$ cat src/rtl/usb_rx_packet_ctrl.sv
// USB receive packet sequencer: SYNC/PID check, token decode with CRC5, data payload to RX FIFO.
// Outputs registered, one cycle behind the deciding state; fifo_full on a data byte aborts the packet.
module usb_rx_packet_ctrl #(
  parameter logic [7:0] SYNC_BYTE = 8'h80,
  parameter int unsigned MAX_BYTES = 66
) (
  input  logic       clk,
  input  logic       rst,
  input  logic       d_edge,
  input  logic       eop,
  input  logic       byte_received,
  input  logic [7:0] rcv_data,
  input  logic [6:0] dev_addr,
  input  logic       fifo_full,
  output logic       rcving,
  output logic       w_enable,
  output logic [3:0] pid,
  output logic       token_valid,
  output logic [3:0] token_endp,
  output logic       data_done,
  output logic [6:0] byte_count,
  output logic       r_error
);

  localparam logic [6:0] MAX_CNT = 7'(MAX_BYTES);

  typedef enum logic [3:0] {
    IDLE,
    SYNC_WAIT,
    SYNC_CHK,
    PID_WAIT,
    PID_CHK,
    TOK1_WAIT,
    TOK2_WAIT,
    TOK_CHK,
    TOK_EOP,
    DATA_WAIT,
    DATA_WR,
    DATA_DONE,
    HS_EOP,
    ERR
  } state_t;

  state_t      r_state;
  state_t      w_next;
  logic [7:0]  r_byte0;
  logic [7:0]  r_byte1;
  logic        r_eop_low;
  logic [10:0] w_field;
  logic [4:0]  w_crc;
  logic        w_crc_ok;
  logic        w_pid_ok;
  logic        w_addr_hit;

  assign w_field    = {r_byte1[2:0], r_byte0};
  assign w_crc_ok   = (~w_crc == r_byte1[7:3]);
  assign w_pid_ok   = (rcv_data[7:4] == ~rcv_data[3:0]);
  assign w_addr_hit = (w_field[6:0] == dev_addr);

  // Serial CRC5 over the 11-bit address/endpoint field, least significant bit first.
  always_comb begin
    w_crc = 5'b11111;
    for (int i = 0; i < 11; i++) begin
      if (w_crc[4] ^ w_field[i]) begin
        w_crc = {w_crc[3:0], 1'b0} ^ 5'b00101;
      end else begin
        w_crc = {w_crc[3:0], 1'b0};
      end
    end
  end

  always_comb begin
    w_next = r_state;
    case (r_state)
      IDLE: begin
        if (d_edge) w_next = SYNC_WAIT;
      end
      SYNC_WAIT: begin
        if (byte_received) w_next = SYNC_CHK;
        else if (eop)      w_next = ERR;
      end
      SYNC_CHK: begin
        w_next = (rcv_data == SYNC_BYTE) ? PID_WAIT : ERR;
      end
      PID_WAIT: begin
        if (byte_received) w_next = PID_CHK;
        else if (eop)      w_next = ERR;
      end
      PID_CHK: begin
        if (!w_pid_ok) begin
          w_next = ERR;
        end else begin
          case (rcv_data[3:0])
            4'b0001, 4'b1001, 4'b1101: w_next = TOK1_WAIT;
            4'b0011, 4'b1011:          w_next = DATA_WAIT;
            4'b0010, 4'b1010, 4'b1110: w_next = HS_EOP;
            default:                   w_next = ERR;
          endcase
        end
      end
      TOK1_WAIT: begin
        if (byte_received) w_next = TOK2_WAIT;
        else if (eop)      w_next = ERR;
      end
      TOK2_WAIT: begin
        if (byte_received) w_next = TOK_CHK;
        else if (eop)      w_next = ERR;
      end
      TOK_CHK: begin
        w_next = w_crc_ok ? TOK_EOP : ERR;
      end
      TOK_EOP: begin
        if (byte_received) w_next = ERR;
        else if (eop)      w_next = IDLE;
      end
      DATA_WAIT: begin
        // A packet shorter than its CRC16 cannot be valid data.
        if (byte_received) w_next = DATA_WR;
        else if (eop)      w_next = (byte_count >= 7'd2) ? DATA_DONE : ERR;
      end
      DATA_WR: begin
        w_next = (fifo_full || byte_count == MAX_CNT) ? ERR : DATA_WAIT;
      end
      DATA_DONE: begin
        w_next = IDLE;
      end
      HS_EOP: begin
        if (byte_received) w_next = ERR;
        else if (eop)      w_next = IDLE;
      end
      ERR: begin
        if (r_eop_low && d_edge) w_next = SYNC_WAIT;
      end
      default: begin
        w_next = IDLE;
      end
    endcase
  end

  always_ff @(posedge clk) begin
    if (rst) begin
      r_state     <= IDLE;
      r_byte0     <= 8'd0;
      r_byte1     <= 8'd0;
      r_eop_low   <= 1'b0;
      rcving      <= 1'b0;
      w_enable    <= 1'b0;
      pid         <= 4'd0;
      token_valid <= 1'b0;
      token_endp  <= 4'd0;
      data_done   <= 1'b0;
      byte_count  <= 7'd0;
      r_error     <= 1'b0;
    end else begin
      r_state     <= w_next;
      rcving      <= (w_next != IDLE) && (w_next != ERR);
      w_enable    <= (r_state == DATA_WR) && (w_next == DATA_WAIT);
      data_done   <= (w_next == DATA_DONE);
      token_valid <= (r_state == TOK_EOP) && (w_next == IDLE) && w_addr_hit;

      // The bus must go quiet for a cycle before a new packet may leave ERR.
      r_eop_low <= (r_state == ERR) && (r_eop_low || !eop);

      if (r_state == TOK1_WAIT && byte_received) r_byte0 <= rcv_data;
      if (r_state == TOK2_WAIT && byte_received) r_byte1 <= rcv_data;

      if (r_state == TOK_EOP && w_next == IDLE && w_addr_hit) begin
        token_endp <= w_field[10:7];
      end

      if (r_state == PID_CHK && w_pid_ok) pid <= rcv_data[3:0];

      if (r_state == PID_CHK && w_next == DATA_WAIT) begin
        byte_count <= 7'd0;
      end else if (r_state == DATA_WR && w_next == DATA_WAIT) begin
        byte_count <= byte_count + 7'd1;
      end

      if (w_next == ERR) begin
        r_error <= 1'b1;
      end else if (r_state == ERR && w_next == SYNC_WAIT) begin
        r_error <= 1'b0;
      end
    end
  end

endmodule

$ cat config.mk
export PLATFORM = sky130hd
export DESIGN_NAME = usb_rx_packet_ctrl
export DESIGN_NICKNAME = d
export VERILOG_FILES = /design/src/rtl/usb_rx_packet_ctrl.sv
export SDC_FILE = /design/constraint.sdc
export NUM_CORES = 1
export LEC_CHECK = 0
export CAP_MARGIN = 20
export CORE_MARGIN = 2
export CORE_UTILIZATION = 35
export DETAILED_ROUTE_END_ITERATION = 7
export MAX_ROUTING_LAYER = met4
export PLACE_DENSITY = 0.57
export SYNTH_ARGS = -nofsm -noshare
export SYNTH_HDL_FRONTEND = slang
export SYNTH_SLANG_ARGS = --single-unit
$ cat constraint.sdc
create_clock -name clk -period 3.2 [get_ports clk]
set_clock_uncertainty 0.1 [all_clocks]
set_input_delay 0.48 -clock clk [delete_from_list [all_inputs] [get_ports clk]]
set_output_delay 0.48 -clock clk [all_outputs]
set_load 0.01 [all_outputs]
==> impl_metrics.yaml, run 1 <==
run_status:
  status: "completed"
setup_path:
  critPathKind: "input port to flip-flop"
  rr_worst_depth: 7
  r2r_end: "byte_count[0]$_SDFFE_PP0P_"
  endpoint: "token_endp[1]$_SDFFE_PP0P_"
  start_kind: "input port"
  critPathArrivalTime_ps: 2970
  cp.required_ps: 3320
  r2r_slack_ps: 650
  r2r-start: "r_byte0[3]$_SDFFE_PP0P_"
  worstSetupEndpointType: "flip-flop"
  cp_max_fo: 5
  worstSetupStartpoint: "rcv_data[2]"
clock_tree:
  post_cts_buffers: 0
  clk_pin_slew_ps: 80
  cts_buffer_depth: 2
  tritoncts: "done"
  root_buffer: "clkbuf_8"
  cts_buffers: 5
  clkSinkCount: 41
  cts_resized: 0
  clock_latency_ps: 290
  cts_hold_buf: 0
  cts_max_level: 2
logic_synthesis:
  syn-num-nets: 311
  synth_area_per_cell_um2: 8.34
  netlist_area_mm2: 0.00240
  ys_seq_area_frac: 0.342
  synth_seq_cells: 41
  synthCells: 288
  synth_warnings: 0
  async_flop_share: 0
  synth_cell_types: 46
  synth-edff-count: 0
  ys.flop_type: "dfxtp_1"
placed_design:
  numPlacedInstances: 413
  gp_congestion: 0.842
  dp_slack_ps: 76.1
  io_buffers: 40
  hpwlAfterDp_mm: 4.93
  placedInstanceArea_mm2: 0.00299
final_layout:
  final_common_cell: "dfxtp_1"
  drive_gt1_frac: 0.0971
  fin_area_mm2: 0.00309
  seq_area_um2: 821
  layout_common_cells: "dfxtp_1, clkdlybuf4s50_1, nor2_1, a21oi_1, o21ai_0"
  multi_input_area_mm2: 0.00150
  antenna_cells: 0
  layoutNonFillerInstCount: 420
  final_net_count: 363
  fillers: 665
  area_growth_pct: 28.6
routing:
  vias: 2287
  first_pass_iters: 5
  post_drt_wl_per_cell_um: 15.5
  drc: 0
  drt-initial-drc-count: 202
  vias_per_cell: 5.45
  dr_wl_met3_um: 349
  routed_wl_mm: 6.50
  ant_nets: 0
  routed.top_layer: "met4"
  wl_met1_mm: 3.02
  routed-wl-met2_mm: 3.05
global_route:
  grt_pass1_wl_mm: 10.9
  grt.total_usage: 0.189
  antenna_found_initial: 0
  first_global_vias: 2188
  grt-ovfl-total: 0
  grt_max_degree: 25
timing:
  fin_crit_ps: 2850
  layout_setup_ws_ps: 347
  fin_crit_sh: 0.892
  rsz0062_at_grt: "no"
  finalSetupTns_ps: 0
  slew_viol_final: 0
  worstMarginPinSlew_ps: 512
  maxSlewHeadroom: 0.657
  setup_viol_count_final: 0
  final-hold-violation-count: 0
  max_freq_ghz: 0.351
floorplan:
  die_h_um: 86.8
  start_util: 0.358
  pin_count: 41
  die_w_um: 86.8
  core_area_mm2: 0.00672
  num_rows: 30
  dieArea_mm2: 0.00754
hold_path:
  hp-class: "flip-flop to flip-flop"
run:
  max_cap_viol_count: 0
power_and_ir_drop:
  power-per-cell-area_mw_per_mm2: 579
  p_leak_uw: 0.00108
  ir_drop_uv: 281
per-stage QoR:
stage / hold slack (ps) / utilization / power (uW)
6_report: 382 / 0.460 / 1790
5_1_grt: 409 / 0.460 / 1910
4_1_cts: 385 / 0.460 / 1790
3_5_place_dp: 373 / 0.444 / 1380
3_3_place_gp: 371 / 0.444 / 1380
2_1_floorplan: 364 / - / 1120
worst max-delay path: stages:
cell and delay (ps):
clkdlybuf4s50_1 600, xor2_1 180, nand4_1 210, o41a_1 440, nor3_1 420, nor2b_1 360, nand3_1 120, a21oi_1 160
flip-flops by register name (all words and copies together), names as in the netlist:
signal and cells:
r_byte0 8, r_byte1 8, byte_count 7, pid 4
r_state 4, token_endp 4, data_done 1, r_eop_low 1
r_error 1, rcving 1, token_valid 1, w_enable 1
final cells by class:
type,instances,share of cell area
inverter,6,0.00729
timing repair buffer,59,0.176
multi-input combinational,227,0.485
clock buffer,5,0.0223
tap,80,0.0324
sequential,41,0.266
clock inverter,2,0.0113
cell families (layout without fill, tap and decap cells):
kind of cell / Yosys count / in the layout / share of synthesized area
simple gates: 110 / 110 / 0.231
flops: 41 / 41 / 0.342
buf+inv: 20 / 72 / 0.0344
fa+ha+maj: 3 / 3 / 0.0146
compound gates: 73 / 73 / 0.191
mux: 11 / 11 / 0.0458
xor+xnor: 30 / 30 / 0.142
Yosys cell counts, drive strengths merged, types with 4 or more instances:
cell	instances	area (um2)
dfxtp	41	821
nor2	31	116
a21oi	29	149
o21ai	22	110
nand2	18	67.6
xnor2	15	139
clkbuf	12	45.0
mux2i	11	110
nand3	11	55.1
nor2b	10	62.6
xor2	10	87.6
nand2b	8	50.1
nand4	7	43.8
nor3	7	35.0
inv	6	22.5
or4	6	45.0
xnor3	5	114
nor4	4	25.0
where the power goes:
part           switching, uW  internal (uW)  leakage, uW
sequential              67.5            550     0.000331
clock                    180            227    0.0000540
combinational            435            329     0.000698
layer usage:
layer / vias to the layer above / track usage
met4: 0 / 0.0440
li1: 1140 / -
met2: 70 / 0.291
met5: - / -
met1: 1066 / 0.260
met3: 11 / 0.0305
worst min path at each step:
stage                               startpoint                         end  slack, ps  cells past startpoint
finish              token_endp[2]$_SDFFE_PP0P_  token_endp[2]$_SDFFE_PP0P_        380                      2
CTS                 token_endp[2]$_SDFFE_PP0P_  token_endp[2]$_SDFFE_PP0P_        390                      2
global placement    token_endp[1]$_SDFFE_PP0P_  token_endp[1]$_SDFFE_PP0P_        370                      2
global route        token_endp[1]$_SDFFE_PP0P_  token_endp[1]$_SDFFE_PP0P_        410                      2
detailed placement  token_endp[0]$_SDFFE_PP0P_  token_endp[0]$_SDFFE_PP0P_        370                      2
floorplan              r_byte0[7]$_SDFFE_PP0P_  token_endp[0]$_SDFFE_PP0P_        360                      2
(Power assumes the default switching activity.)
==> run 2, diff against run 1 <==
CORE_MARGIN = not set   (was 2)
SLEW_MARGIN = 15   (was not set)
==> run 2 against run 1 <==
  * Global-route usage rose by 0.84 points
  * Combinational power fell by 4.5%
  * Critical path depth did not move
  * Setup slack worse by 76 ps
  * Clock-buffer cell count increased by 1
  * Sequential share of layout area up 0.29 points
==> impl_metrics.yaml, run 2 (same netlist as run 1, synthesis figures left out) <==
timing:
  worstMarginPinSlew_ps: 780
  slew_viol_final: 0
  fin_crit_ps: 2930
  rsz0062_at_grt: "no"
  maxSlewHeadroom: 0.478
  max_freq_ghz: 0.341
  fin_crit_sh: 0.915
  finalSetupTns_ps: 0
  setup_viol_count_final: 0
  holdWs_ps: 385
  final-hold-violation-count: 0
clock_tree:
  clock_latency_ps: 300
  cts_hold_buf: 0
  cts_buffer_depth: 2
  cts_max_level: 2
  cts_buffers: 5
  tritoncts: "done"
  cts_resized: 0
  clkSinkCount: 41
  post_cts_buffers: 0
  clk_pin_slew_ps: 80
  root_buffer: "clkbuf_8"
power_and_ir_drop:
  power-per-cell-area_mw_per_mm2: 567
  ir_drop_uv: 323
  total_power_uw: 1730
  p_leak_uw: 0.00107
final_layout:
  drive_gt1_frac: 0.0917
  area_growth_pct: 27.2
  fillers: 649
  layoutNonFillerInstCount: 415
  final_common_cell: "dfxtp_1"
  largest_registers: "r_byte0: 8 flops, r_byte1: 8 flops, byte_count: 7 flops"
  final_net_count: 360
  multi_input_area_mm2: 0.00150
  seq_area_um2: 821
  layout_common_cells: "dfxtp_1, clkdlybuf4s50_1, nor2_1, a21oi_1, o21ai_0"
  antenna_cells: 0
floorplan:
  start_util: 0.370
  dieArea_mm2: 0.00720
  die_h_um: 84.8
  core_area_mm2: 0.00649
  die_w_um: 84.8
  pin_count: 41
  num_rows: 29
global_route:
  first_global_vias: 2180
  grt_max_degree: 22
  grt.total_usage: 0.197
  grt_pass1_wl_mm: 10.9
  antenna_found_initial: 0
  grt-ovfl-total: 0
routing:
  ant_nets: 0
  drt-initial-drc-count: 167
  vias_per_cell: 5.42
  first_pass_iters: 6
  routed_wl_mm: 6.56
  vias: 2248
  post_drt_wl_per_cell_um: 15.8
  drc: 0
setup_path:
  cp.required_ps: 3310
  critPathKind: "input port to flip-flop"
  cp_max_fo: 6
  start_kind: "input port"
  critPathArrivalTime_ps: 3040
  worstSetupEndpointType: "flip-flop"
run_status:
  status: "completed"
hold_path:
  hp-class: "flip-flop to flip-flop"
placed_design:
  io_buffers: 40
  hpwlAfterDp_mm: 4.87
  numPlacedInstances: 407
  gp_congestion: 0.850
run:
  max_cap_viol_count: 0
-- run 2: cell types whose count changed in the layout (fill, tap and decap cells not counted) --
cell,change
buf_4,-3
bufinv_16,-1
clkbuf_8,+1
clkinv_4,+1
-- run 2: per-stage QoR --
stage	setup WS, ps	util	cell area, um2
floorplan	788	-	2400
global placement	91.3	0.456	2960
detailed placement	7.09	0.456	2960
CTS	298	0.470	3060
global route	53.1	0.470	3060
finish	271	0.470	3060
-- run 2: metal layers --
layer	share of wire	vias to the layer above	global-route usage
met3	0.039	8	0.0243
li1	-	1135	-
met1	0.49	1054	0.263
met2	0.46	51	0.316
met5	0	-	-
met4	0.012	0	0.0555
-- run 2: final timing paths --
check / slack, ps / startpoint / cells after the start / endpoint
worst min register to register: 390 / token_endp[2]$_SDFFE_PP0P_ / 2 / token_endp[2]$_SDFFE_PP0P_
worst min-delay path: 390 / token_endp[2]$_SDFFE_PP0P_ / 2 / token_endp[2]$_SDFFE_PP0P_
worst max-delay path: 270 / rcv_data[3] / 8 / token_endp[3]$_SDFFE_PP0P_
worst max register to register: 640 / r_byte0[3]$_SDFFE_PP0P_ / 7 / byte_count[0]$_SDFFE_PP0P_
-- run 2: critical path, stage by stage --
cell and delay [ps]:
clkdlybuf4s50_1 640, xor2_1 180, nand4_1 210, o41a_1 470
nor3_1 420, nor2b_1 360, nand3_1 130, a21oi_1 150
-- run 2: area by class of cell --
| type | count | share of cell area |
|---|---|---|
| sequential | 41 | 0.269 |
| tap | 77 | 0.0315 |
| inverter | 6 | 0.00737 |
| timing repair buffer | 56 | 0.170 |
| clock buffer | 6 | 0.0270 |
| clock inverter | 2 | 0.00450 |
| multi-input combinational | 227 | 0.491 |
-- run 2: power breakdown --
part / total [uW] / leakage [uW] / internal, uW / switching, uW
combinational: 729 / 0.000684 / 312 / 417
sequential: 630 / 0.000331 / 550 / 79.9
clock: 375 / 0.0000512 / 175 / 199
total: 1730 / 0.00107 / 1040 / 696
==> run 3, diff against run 2 <==
CORE_ASPECT_RATIO = 0.7   (was not set)
CORE_UTILIZATION = 53   (was 35)
PLACE_DENSITY = 0.8   (was 0.57)
==> run 3 against run 2 <==
  * Non-clock buffer count fell by 3
  * Critical path depth did not move
  * Power fell by 0.28%
  * Worst hold slack barely moved
  * Core utilization rose by 22 points
  * Sequential share of layout area rose by 0.37 points
  * Combinational power fell by 4.3%
  * Clock power rose by 4%
  * Register-to-register slack got worse by 40 ps
  * Critical path type unchanged
==> impl_metrics.yaml, run 3 (same netlist as run 1, synthesis figures left out) <==
power_and_ir_drop:
  ir_drop_uv: 451
  p_leak_uw: 0.00105
  total_power_uw: 1730
  power-per-cell-area_mw_per_mm2: 573
clock_tree:
  cts_buffer_depth: 2
  clk_pin_slew_ps: 80
  clock_latency_ps: 300
  cts_resized: 0
  clkSinkCount: 41
  cts_hold_buf: 0
  cts_max_level: 2
  post_cts_buffers: 0
  cts_buffers: 5
  tritoncts: "done"
  root_buffer: "clkbuf_8"
final_layout:
  fillers: 378
  layout_common_cells: "dfxtp_1, clkdlybuf4s50_1, nor2_1, a21oi_1, o21ai_0"
  largest_registers: "r_byte0: 8 flops, r_byte1: 8 flops, byte_count: 7 flops"
  area_growth_pct: 25.5
  drive_gt1_frac: 0.0836
  multi_input_area_mm2: 0.00150
  fin_area_mm2: 0.00301
  layoutNonFillerInstCount: 390
  antenna_cells: 0
  final_common_cell: "dfxtp_1"
  seq_area_um2: 821
  final_net_count: 357
placed_design:
  numPlacedInstances: 382
  placedInstanceArea_mm2: 0.00291
  gp_congestion: 0.926
  hpwlAfterDp_mm: 4.74
  io_buffers: 40
timing:
  finalSetupTns_ps: 0
  setup_viol_count_final: 0
  holdWs_ps: 385
  final-hold-violation-count: 0
  worstMarginPinSlew_ps: 780
  fin_crit_sh: 0.918
  rsz0062_at_grt: "no"
  slew_viol_final: 0
  max_freq_ghz: 0.340
  maxSlewHeadroom: 0.478
  fin_crit_ps: 2940
setup_path:
  cp.required_ps: 3310
  worstSetupEndpointType: "flip-flop"
  cpMaxStageDelayCell: "clkdlybuf4s50_1"
  critPathArrivalTime_ps: 3050
  critPathKind: "input port to flip-flop"
  start_kind: "input port"
  critical_path.cell_chain: "clkdlybuf4s50_1 > xor2_1 > nand4_1 > o41a_1 > nor3_1 > nor2b_1 > nand3_1 > a21oi_1"
  cp_max_fo: 5
  critPathMaxStageDelay_ps: 590
run_status:
  status: "completed"
routing:
  first_pass_iters: 5
  routed_wl_mm: 6.37
  drc: 0
  vias_per_cell: 6.06
  ant_nets: 0
  drt-initial-drc-count: 297
  post_drt_wl_per_cell_um: 16.3
  vias: 2364
floorplan:
  start_util: 0.552
  die_w_um: 82.5
  num_rows: 20
  die_h_um: 58.3
  pin_count: 41
  core_area_mm2: 0.00435
  dieArea_mm2: 0.00481
global_route:
  grt_max_degree: 24
  grt_pass1_wl_mm: 10.4
  first_global_vias: 2044
  antenna_found_initial: 0
  grt-ovfl-total: 0
  grt.total_usage: 0.304
run:
  max_cap_viol_count: 0
hold_path:
  hp-class: "flip-flop to flip-flop"
-- run 3: worst paths after layout --
kind                                                 start                          to  slack (ps)  cells past startpoint
worst max-delay path                           rcv_data[1]  token_endp[2]$_SDFFE_PP0P_         260                      8
worst min-delay path            token_endp[2]$_SDFFE_PP0P_  token_endp[2]$_SDFFE_PP0P_         380                      2
worst max register to register       r_state[0]$_SDFF_PP0_  byte_count[6]$_SDFFE_PP0P_         600                      6
worst min register to register  token_endp[2]$_SDFFE_PP0P_  token_endp[2]$_SDFFE_PP0P_         380                      2
-- run 3: area by class of cell --
type                            instances  share of cell area
Clock inverter                          1             0.00291
Multi-Input combinational cell        227               0.497
Tap cell                               55              0.0228
Inverter                                6             0.00747
Sequential cell                        41               0.272
Clock buffer                            7              0.0320
Timing Repair Buffer                   53               0.165
-- run 3: through the flow --
stage | setup slack (ps) | utilization
after global routing | 29.4 | 0.692
after CTS | 314 | 0.692
after floorplan | 788 | -
final | 261 | 0.692
after detailed placement | 9.65 | 0.668
after global placement | 118 | 0.668
-- run 3: critical path, delay by kind of cell --
| kind | cells | cell delay (ps) |
|---|---|---|
| XOR/XNOR | 1 | 190 |
| AND/OR/NAND/NOR | 4 | 1150 |
| buffers and inverters | 1 | 590 |
| AO/OA/AOI/OAI | 2 | 640 |
-- run 3: where the power goes --
group | switching [uW] | total (uW) | internal, uW | leakage [uW]
logic | 408 | 698 | 291 | 0.000668
registers | 91.2 | 641 | 550 | 0.000331
clock network | 190 | 389 | 199 | 0.0000549
-- run 3: routing by layer --
layer | track usage | vias to the layer above | share of wire
met5 | - | - | 0
met4 | 0.0927 | 0 | 0.012
met3 | 0.0744 | 12 | 0.096
met2 | 0.374 | 120 | 0.39
met1 | 0.472 | 1105 | 0.50
li1 | - | 1127 | -
